## src/rtl/adder_word_sequencer.sv

```systemverilog
// Wide two's-complement add/subtract built by stepping one shared 4-bit adder
// over NSLICE nibbles, least significant first, with the carry held in a register.
module adder_word_sequencer #(
  parameter int NSLICE = 4,
  localparam int W = 4 * NSLICE
) (
  input  logic         clk,
  input  logic         rst_n,
  input  logic         start,
  input  logic         sub,
  input  logic [W-1:0] a,
  input  logic [W-1:0] b,
  output logic         busy,
  output logic         done,
  output logic [W-1:0] result,
  output logic         carry_out,
  output logic         overflow
);

  localparam int IW = $clog2(NSLICE);

  typedef enum logic [1:0] {IDLE, RUN, DONE} state_t;

  state_t        state_q, state_d;
  logic [IW-1:0] idx_q, idx_d;
  logic [W-1:0]  a_q, a_d, b_q, b_d, result_q, result_d;
  logic          cy_q, cy_d, carry_q, carry_d, ovf_q, ovf_d;

  logic [3:0]    add_x, add_y, add_sum;
  logic          add_cin, add_cout;
  logic          last_slice;

  assign last_slice = (idx_q == IW'(NSLICE - 1));

  // The shared adder sees zeros outside RUN so nothing undefined leaks through it.
  always_comb begin
    add_x   = '0;
    add_y   = '0;
    add_cin = 1'b0;
    if (state_q == RUN) begin
      add_x   = a_q[{idx_q, 2'b00} +: 4];
      add_y   = b_q[{idx_q, 2'b00} +: 4];
      add_cin = cy_q;
    end
  end

  twos_complement_adder u_adder (
    .x    (add_x),
    .y    (add_y),
    .c_in (add_cin),
    .sum  (add_sum),
    .c_out(add_cout)
  );

  always_comb begin
    state_d  = state_q;
    idx_d    = idx_q;
    a_d      = a_q;
    b_d      = b_q;
    cy_d     = cy_q;
    result_d = result_q;
    carry_d  = carry_q;
    ovf_d    = ovf_q;
    case (state_q)
      IDLE, DONE: begin
        state_d = IDLE;
        if (start) begin
          // Subtraction is a + ~b + 1: invert B once and seed the carry with 1.
          a_d      = a;
          b_d      = sub ? ~b : b;
          cy_d     = sub;
          idx_d    = '0;
          result_d = '0;
          state_d  = RUN;
        end
      end
      RUN: begin
        result_d[{idx_q, 2'b00} +: 4] = add_sum;
        cy_d  = add_cout;
        idx_d = idx_q + IW'(1);
        if (last_slice) begin
          carry_d = add_cout;
          ovf_d   = (a_q[W-1] == b_q[W-1]) && (add_sum[3] != a_q[W-1]);
          idx_d   = '0;
          state_d = DONE;
        end
      end
      default: state_d = IDLE;
    endcase
  end

  always_ff @(posedge clk or negedge rst_n) begin
    if (!rst_n) begin
      state_q  <= IDLE;
      idx_q    <= '0;
      a_q      <= '0;
      b_q      <= '0;
      cy_q     <= 1'b0;
      result_q <= '0;
      carry_q  <= 1'b0;
      ovf_q    <= 1'b0;
    end else begin
      state_q  <= state_d;
      idx_q    <= idx_d;
      a_q      <= a_d;
      b_q      <= b_d;
      cy_q     <= cy_d;
      result_q <= result_d;
      carry_q  <= carry_d;
      ovf_q    <= ovf_d;
    end
  end

  assign busy      = (state_q == RUN);
  assign done      = (state_q == DONE);
  assign result    = result_q;
  assign carry_out = carry_q;
  assign overflow  = ovf_q;

endmodule

// 4-bit adder slice with carry in/out; reused every cycle by the sequencer.
module twos_complement_adder (
  input  logic [3:0] x,
  input  logic [3:0] y,
  input  logic       c_in,
  output logic [3:0] sum,
  output logic       c_out
);

  logic [4:0] full;

  assign full  = {1'b0, x} + {1'b0, y} + {4'b0000, c_in};
  assign sum   = full[3:0];
  assign c_out = full[4];

endmodule

```

## config.mk

```make
export PLATFORM = sky130hd
export DESIGN_NAME = adder_word_sequencer
export DESIGN_NICKNAME = d
export VERILOG_FILES = /design/src/rtl/adder_word_sequencer.sv
export SDC_FILE = /design/constraint.sdc
export NUM_CORES = 1
export LEC_CHECK = 0
export BUFFER_PORTS_ARGS = -buffer_cell sky130_fd_sc_hd__buf_2
export CORE_MARGIN = 8
export CORE_UTILIZATION = 47
export DETAILED_ROUTE_END_ITERATION = 10
export PLACE_DENSITY_LB_ADDON = 0.15
export SYNTH_ARGS = -nofsm -noshare
export SYNTH_HDL_FRONTEND = slang
export SYNTH_SLANG_ARGS = --single-unit
export TNS_END_PERCENT = 30
```

## constraint.sdc

```tcl
create_clock -name clk -period 3.6 [get_ports clk]
set_clock_uncertainty 0.15 [all_clocks]
set_input_delay 0.18 -clock clk [delete_from_list [all_inputs] [get_ports clk]]
set_output_delay 0.18 -clock clk [all_outputs]
set_load 0.02 [all_outputs]
```

After elaboration in Yosys (flattened, before gate mapping) --
Cells that the tools add are included.
Cells by class: bitwise gates (word level) 1, add/sub/neg operators 4, mux-type cells 15, eq/ne operators 7, reduce and logical (&&, ||, !) cells 7, shifts and indexed selects 4
Operators by type and width (count):
- $mux W16 | 2
- $pmux W16 S2 | 1
- $shiftx A16 B5 Y4 | 2
- $bwmux W16 | 1
- $not A16 Y16 | 1
- $shift A4 B6 Y16 const A | 1
- $shiftx A4 B6 Y16 | 1
- $mux W4 | 2
- $pmux W2 S2 | 2
- $mux W2 | 3
- $neg A4 Y6 | 1
- $reduce_and A2 Y1 | 3
- $add A4 B4 Y5 | 1
- $add A5 B1 Y5 | 1
- $eq A2 B2 Y1 const B | 2
- $mux W1 | 3
- $add A2 B1 Y2 const B | 1
- $eq A2 B1 Y1 const B | 1
- $logic_not A2 Y1 | 1
- $ne A2 B1 Y1 const B | 1
- $ne A2 B2 Y1 const B | 1
- $pmux W1 S2 | 1
- $reduce_bool A2 Y1 | 1
- $reduce_or A2 Y1 | 1
- 3 further kinds | 3
Word-level totals: bits of input ports 36, word-level logic and storage cells 46, output and inout port bits 20, register bits after elaboration 55

Logic depth before layout (Yosys ltp) --
depth after elaboration 7, gate-level depth with buffers 10, mapped depth without buffers 8

By module --
From an unflattened synthesis, not the netlist that was laid out.
Unflattened totals: cell total of the unflattened synthesis 254, area, all modules 2735.1 sq um
By module, submodules not included:
- adder_word_sequencer | area an instance 2591.2 sq um, cells an instance 238, seq. area each 1376.3 sq um, times used 1
- twos_complement_adder | area an instance 143.9 sq um, cells an instance 16, seq. area each 0.0 sq um, times used 1

Worst setup path before layout --
Ideal clock, no wire load.
path type reg-to-reg, start point register idx_q[0], end point register cy_q, stages on the path, launching flop included 9, data arrival time 2.540 ns, path buffers 1, clock period less this slack 2.820 ns, required time 3.320 ns, slack 0.780 ns, library setup time 0.130 ns, cell sequence dfrtp_1 -> buf_6 -> mux4_2 -> and2_1 -> fa_1 -> fa_1 -> a21o_1 -> a21oi_1 -> o21ai_0
Between the ends: cells in the longest elaborated chain, start to end 5, elaborated cells on any way between the ends 7, classes of those cells 2 x add/sub; 2 x shift; 3 x mux
Ends and longest elaborated chain:
- from (decl) | line 25 | logic [IW-1:0] idx_q, idx_d;
- from (signal assigned) | line 104 | idx_q <= idx_d;
- $shiftx A16 B5 Y4 (on tied branches) | line 41, 42
- $mux W4 | line 40 | if (state_q == RUN) begin
- $add A4 B4 Y5 (*) | line 133 | assign full = {1'b0, x} + {1'b0, y} + {4'b0000, c_in};
- $add A5 B1 Y5 (*) | line 133
- $pmux W1 S2 (*) | line 64 | case (state_q)
- to (signal assigned) | line 107 | cy_q <= cy_d;
- to (decl) | line 27 | logic cy_q, cy_d, carry_q, carry_d, ovf_q, ovf_d;
Every way passes the cells marked *; elsewhere a longest branch is shown, timed or not. A chain may end at the register's enable or synchronous reset.

Worst setup path in the final report --
Ends and elaborated chain as after synthesis.

==> metrics list <==
* Result of the run: finished clean
- Number of placed instances with taps included: 368
* Wire length of the first global-routing pass: 10,560 µm
* Post-cts sizing count: 0
- The core region is 0.005540 mm².
* Worst Setup End Kind: flip-flop
- The die is 91.95 µm wide.
- Hold WC Path Type: in2reg
* # diodes: 0
- Setup repair after global routing left no endpoint under its margin.
- Highest-count cells in the layout ignoring fill and taps: sky130_fd_sc_hd__nand2_1, sky130_fd_sc_hd__dfrtp_1, sky130_fd_sc_hd__buf_2
- The worst setup path is launched from a flip-flop.
- Initial core utilization: 0.4894
* Area share of the largest cell type after synthesis: 0.5076
* Number of instances in the synthesized netlist: 249
- The design draws 2.777 mW.
* Number of setup violations in the final report: 0
- Min cycle time layout: 2.963 ns
* Cell chosen for the clock root: sky130_fd_sc_hd__clkbuf_8
* Count of pins over their slew limit: 0
- Once detail routing completed, the nets flagged for antenna violations numbered 0.
- The first TritonRoute pass finished after 4 iterations.
- Peak ir drop on the vdd network: 396.1 µV
- Total CTS buffers: 5
- Layout-stage area growth over the synthesis result: 23.40%
- Port bufs: 55
- For this run, the number of standard cells in the final layout without fillers is 395.
* Total vias in the final route: 1,991
- Leading cell type in the layout, fill and taps excluded: sky130_fd_sc_hd__nand2_1
* Hold-fix buffers at CTS: 20
- Required time worst endpoint: 3.64 ns
- Worst-skew pair later-pin latency: 0.31 ns
- In the post-synthesis netlist, the biggest area contributors are sky130_fd_sc_hd__dfrtp_1, sky130_fd_sc_hd__nand2_1, sky130_fd_sc_hd__a22o_1.
- The number of failing hold endpoints at the final stage is 0.
- Average instance area after synthesis: 10.89 µm²
- Across all register-to-register paths, the minimum setup slack is 0.64 ns.
- The number of antenna violations at the first check in global routing was 0.
- Register bit total from synthesis: 55
- Fill count: 499
- Summed over all cells, the static leakage comes to 1.669 nW.
- For this design the ratio of total power to cell area is 830.0 mW/mm².
* Routability-driven placement congestion ratio: 0.8199
- I/O pin count: 56
* Crit path max fanout: 6
- GRT Resource Usage Total: 0.1526
- Headroom to the max-slew limit: 0.6170
- Post-Syn Area: 0.002711 mm²
- Global routing finished with a remaining overflow of 0.
- Area leader, netlist: sky130_fd_sc_hd__dfrtp_1
* CP most frequent cell: sky130_fd_sc_hd__fa_1
- For this design, the slowest cell found on the critical path is sky130_fd_sc_hd__mux4_1.
- Yosys warning total: 0
* DR vias/cell: 5.041
* Period utilisation layout: 0.8231
- Layout cell share with drive strength beyond 1: 0.2477
- Clock-pin slew of the registers on the worst-case setup and hold paths: 0.09 ns
- The signal on the critical path passes through mux4_1 -> and2_1 -> fa_1 -> fa_1 -> a21o_1 -> a21oi_1 -> o21ai_0.
* Number of placement rows: 27
- Max incr delay on CP: 0.58 ns
- DRC: 0
* Largest net degree at the start of global routing: 50
- Worst endpoint data arrival time: 3.00 ns
- Distinct cell type count of the synthesized netlist: 37
- The critical path in this run is classified as reg2reg.
* Final-layout worst hold slack: 0.003274 ns
- CTS tree: done
* Post-DR wirelength/cell: 14.86 µm
- DRC marker count from the first detailed-route iteration: 88
- After routing, the total negative slack on setup checks comes to 0 ns.
* DIE AREA: 0.008455 mm²
- Detailed-placement wirelength estimate: 4222 µm
* Post-Route WL: 5870 µm
* Fmax: 337.5 MHz
* Post-Syn Nets: 294
- Vertical extent of the die: 91.95 µm
- The net count of the finished layout is 368.
- Transition time at the pin with the least slew margin: 0.5745 ns
- Max-cap viol count: 0
- Sequential element share of the synthesized area: 0.5076
* CTS H-Tree Depth: 2
- Buffers added to address setup during post-CTS repair amount to 0.
- Num Clock Sinks: 55
* Clock buffer depth: 2
* Via count of the first global-routing pass: 2,157
-- kinds of logic (layout without fill, tap and decap cells) --
| family | after synthesis | in the layout | synth area share |
|---|---|---|---|
| flip-flops | 55 | 55 | 0.5076 |
| XOR/XNOR | 18 | 18 | 0.05814 |
| AO/OA/AOI/OAI | 48 | 48 | 0.1218 |
| buffers and inverters | 17 | 91 | 0.03184 |
| adder cells (fa/ha/maj) | 9 | 9 | 0.04707 |
| multiplexers | 8 | 8 | 0.06922 |
| AND/OR/NAND/NOR | 94 | 94 | 0.1643 |
-- final timing paths --
| kind | startpoint | to | cells past startpoint |
|---|---|---|---|
| worst max-delay path | idx_q[0] | cy_q | 7 |
| worst min-delay path | b[14] | b_q[14] | 3 |
| worst max register to register | idx_q[0] | cy_q | 7 |
| worst min register to register | a_q[14] | a_q[14] | 2 |
| max in group asynchronous | rst_n | idx_q[1] | 3 |
| min in group asynchronous | rst_n | result[4] | 2 |
-- layer usage --
metal / GRT usage / wire length [µm] / vias to the layer above / share of wire
met3: 0.04401 / 324 / 8 / 0.055
met5: 0 / 0 / - / 0
met1: 0.2020 / 2788 / 943 / 0.47
met2: 0.2318 / 2673 / 41 / 0.46
li1: - / - / 999 / -
met4: 0.05638 / 83 / 0 / 0.014
-- area by class of cell --
class / count / area [µm²] / area share
Multi-Input combinational cell: 177 / 1249 / 0.3732
Inverter: 4 / 15.01 / 0.004488
Timing Repair Buffer: 80 / 513.0 / 0.1533
Clock buffer: 6 / 72.57 / 0.02169
Tap cell: 72 / 90.09 / 0.02693
Clock inverter: 1 / 30.03 / 0.008975
Sequential cell: 55 / 1376 / 0.4114
-- synth_stat cells --
| cell | instances |
|---|---|
| sky130_fd_sc_hd__nand2b_1 | 2 |
| sky130_fd_sc_hd__nor2b_1 | 2 |
| sky130_fd_sc_hd__o31ai_1 | 1 |
| sky130_fd_sc_hd__and3_1 | 1 |
| sky130_fd_sc_hd__xnor2_1 | 17 |
| sky130_fd_sc_hd__or3_1 | 1 |
| sky130_fd_sc_hd__inv_1 | 3 |
| sky130_fd_sc_hd__nor2_1 | 4 |
| sky130_fd_sc_hd__a21oi_1 | 5 |
| sky130_fd_sc_hd__nor3b_1 | 1 |
| sky130_fd_sc_hd__nor2_2 | 1 |
| sky130_fd_sc_hd__nor3_2 | 1 |
| sky130_fd_sc_hd__fa_1 | 2 |
| sky130_fd_sc_hd__a21oi_2 | 1 |
| sky130_fd_sc_hd__nand2_1 | 67 |
| sky130_fd_sc_hd__a21o_1 | 2 |
| sky130_fd_sc_hd__a22o_1 | 17 |
| sky130_fd_sc_hd__inv_2 | 1 |
| sky130_fd_sc_hd__a2111oi_2 | 1 |
| sky130_fd_sc_hd__dfrtp_1 | 55 |
| sky130_fd_sc_hd__nand3_1 | 1 |
| sky130_fd_sc_hd__nor4b_4 | 1 |
| sky130_fd_sc_hd__ha_1 | 7 |
| sky130_fd_sc_hd__mux4_1 | 2 |
| sky130_fd_sc_hd__o211ai_1 | 1 |
| sky130_fd_sc_hd__nand3b_1 | 1 |
| sky130_fd_sc_hd__nor4_2 | 1 |
| sky130_fd_sc_hd__buf_6 | 1 |
| sky130_fd_sc_hd__a22oi_1 | 1 |
| sky130_fd_sc_hd__buf_2 | 6 |
| sky130_fd_sc_hd__clkbuf_1 | 4 |
| sky130_fd_sc_hd__buf_4 | 2 |
| sky130_fd_sc_hd__mux4_2 | 6 |
| sky130_fd_sc_hd__o21ai_0 | 19 |
| sky130_fd_sc_hd__and2_1 | 9 |
| sky130_fd_sc_hd__xor2_1 | 1 |
| sky130_fd_sc_hd__nor3b_2 | 1 |
-- state kept, by name, summed over array words and instances (netlist names) --
| name | flops |
|---|---|
| carry_out | 1 |
| result | 16 |
| a_q | 16 |
| state_q | 2 |
| overflow | 1 |
| b_q | 16 |
| idx_q | 2 |
| cy_q | 1 |
-- stage by stage --
stage / utilization / setup WS, ns / area [µm²]
after floorplan: - / 0.7799 / 2711
after global routing: 0.6039 / 0.4405 / 3346
final: 0.6039 / 0.6368 / 3346
after detailed placement: 0.5492 / 0.6569 / 3043
after global placement: 0.5492 / 0.7305 / 3043
after CTS: 0.6039 / 0.6421 / 3346
-- power by group --
part | internal [mW] | switching (mW) | leakage (nW)
combinational | 0.574 | 0.761 | 0.912
sequential | 0.870 | 0.180 | 0.706
clock | 0.204 | 0.187 | 0.0513
total | 1.65 | 1.13 | 1.67
-- worst max-delay path, delay by kind of cell, from the launching register on --
family | cells | cell delay (ns)
fa+ha+maj | 2 | 0.87
mux | 1 | 0.58
flops | 1 | 0.55
compound gates | 3 | 0.50
simple gates | 1 | 0.18
(Power assumes the default switching activity.)
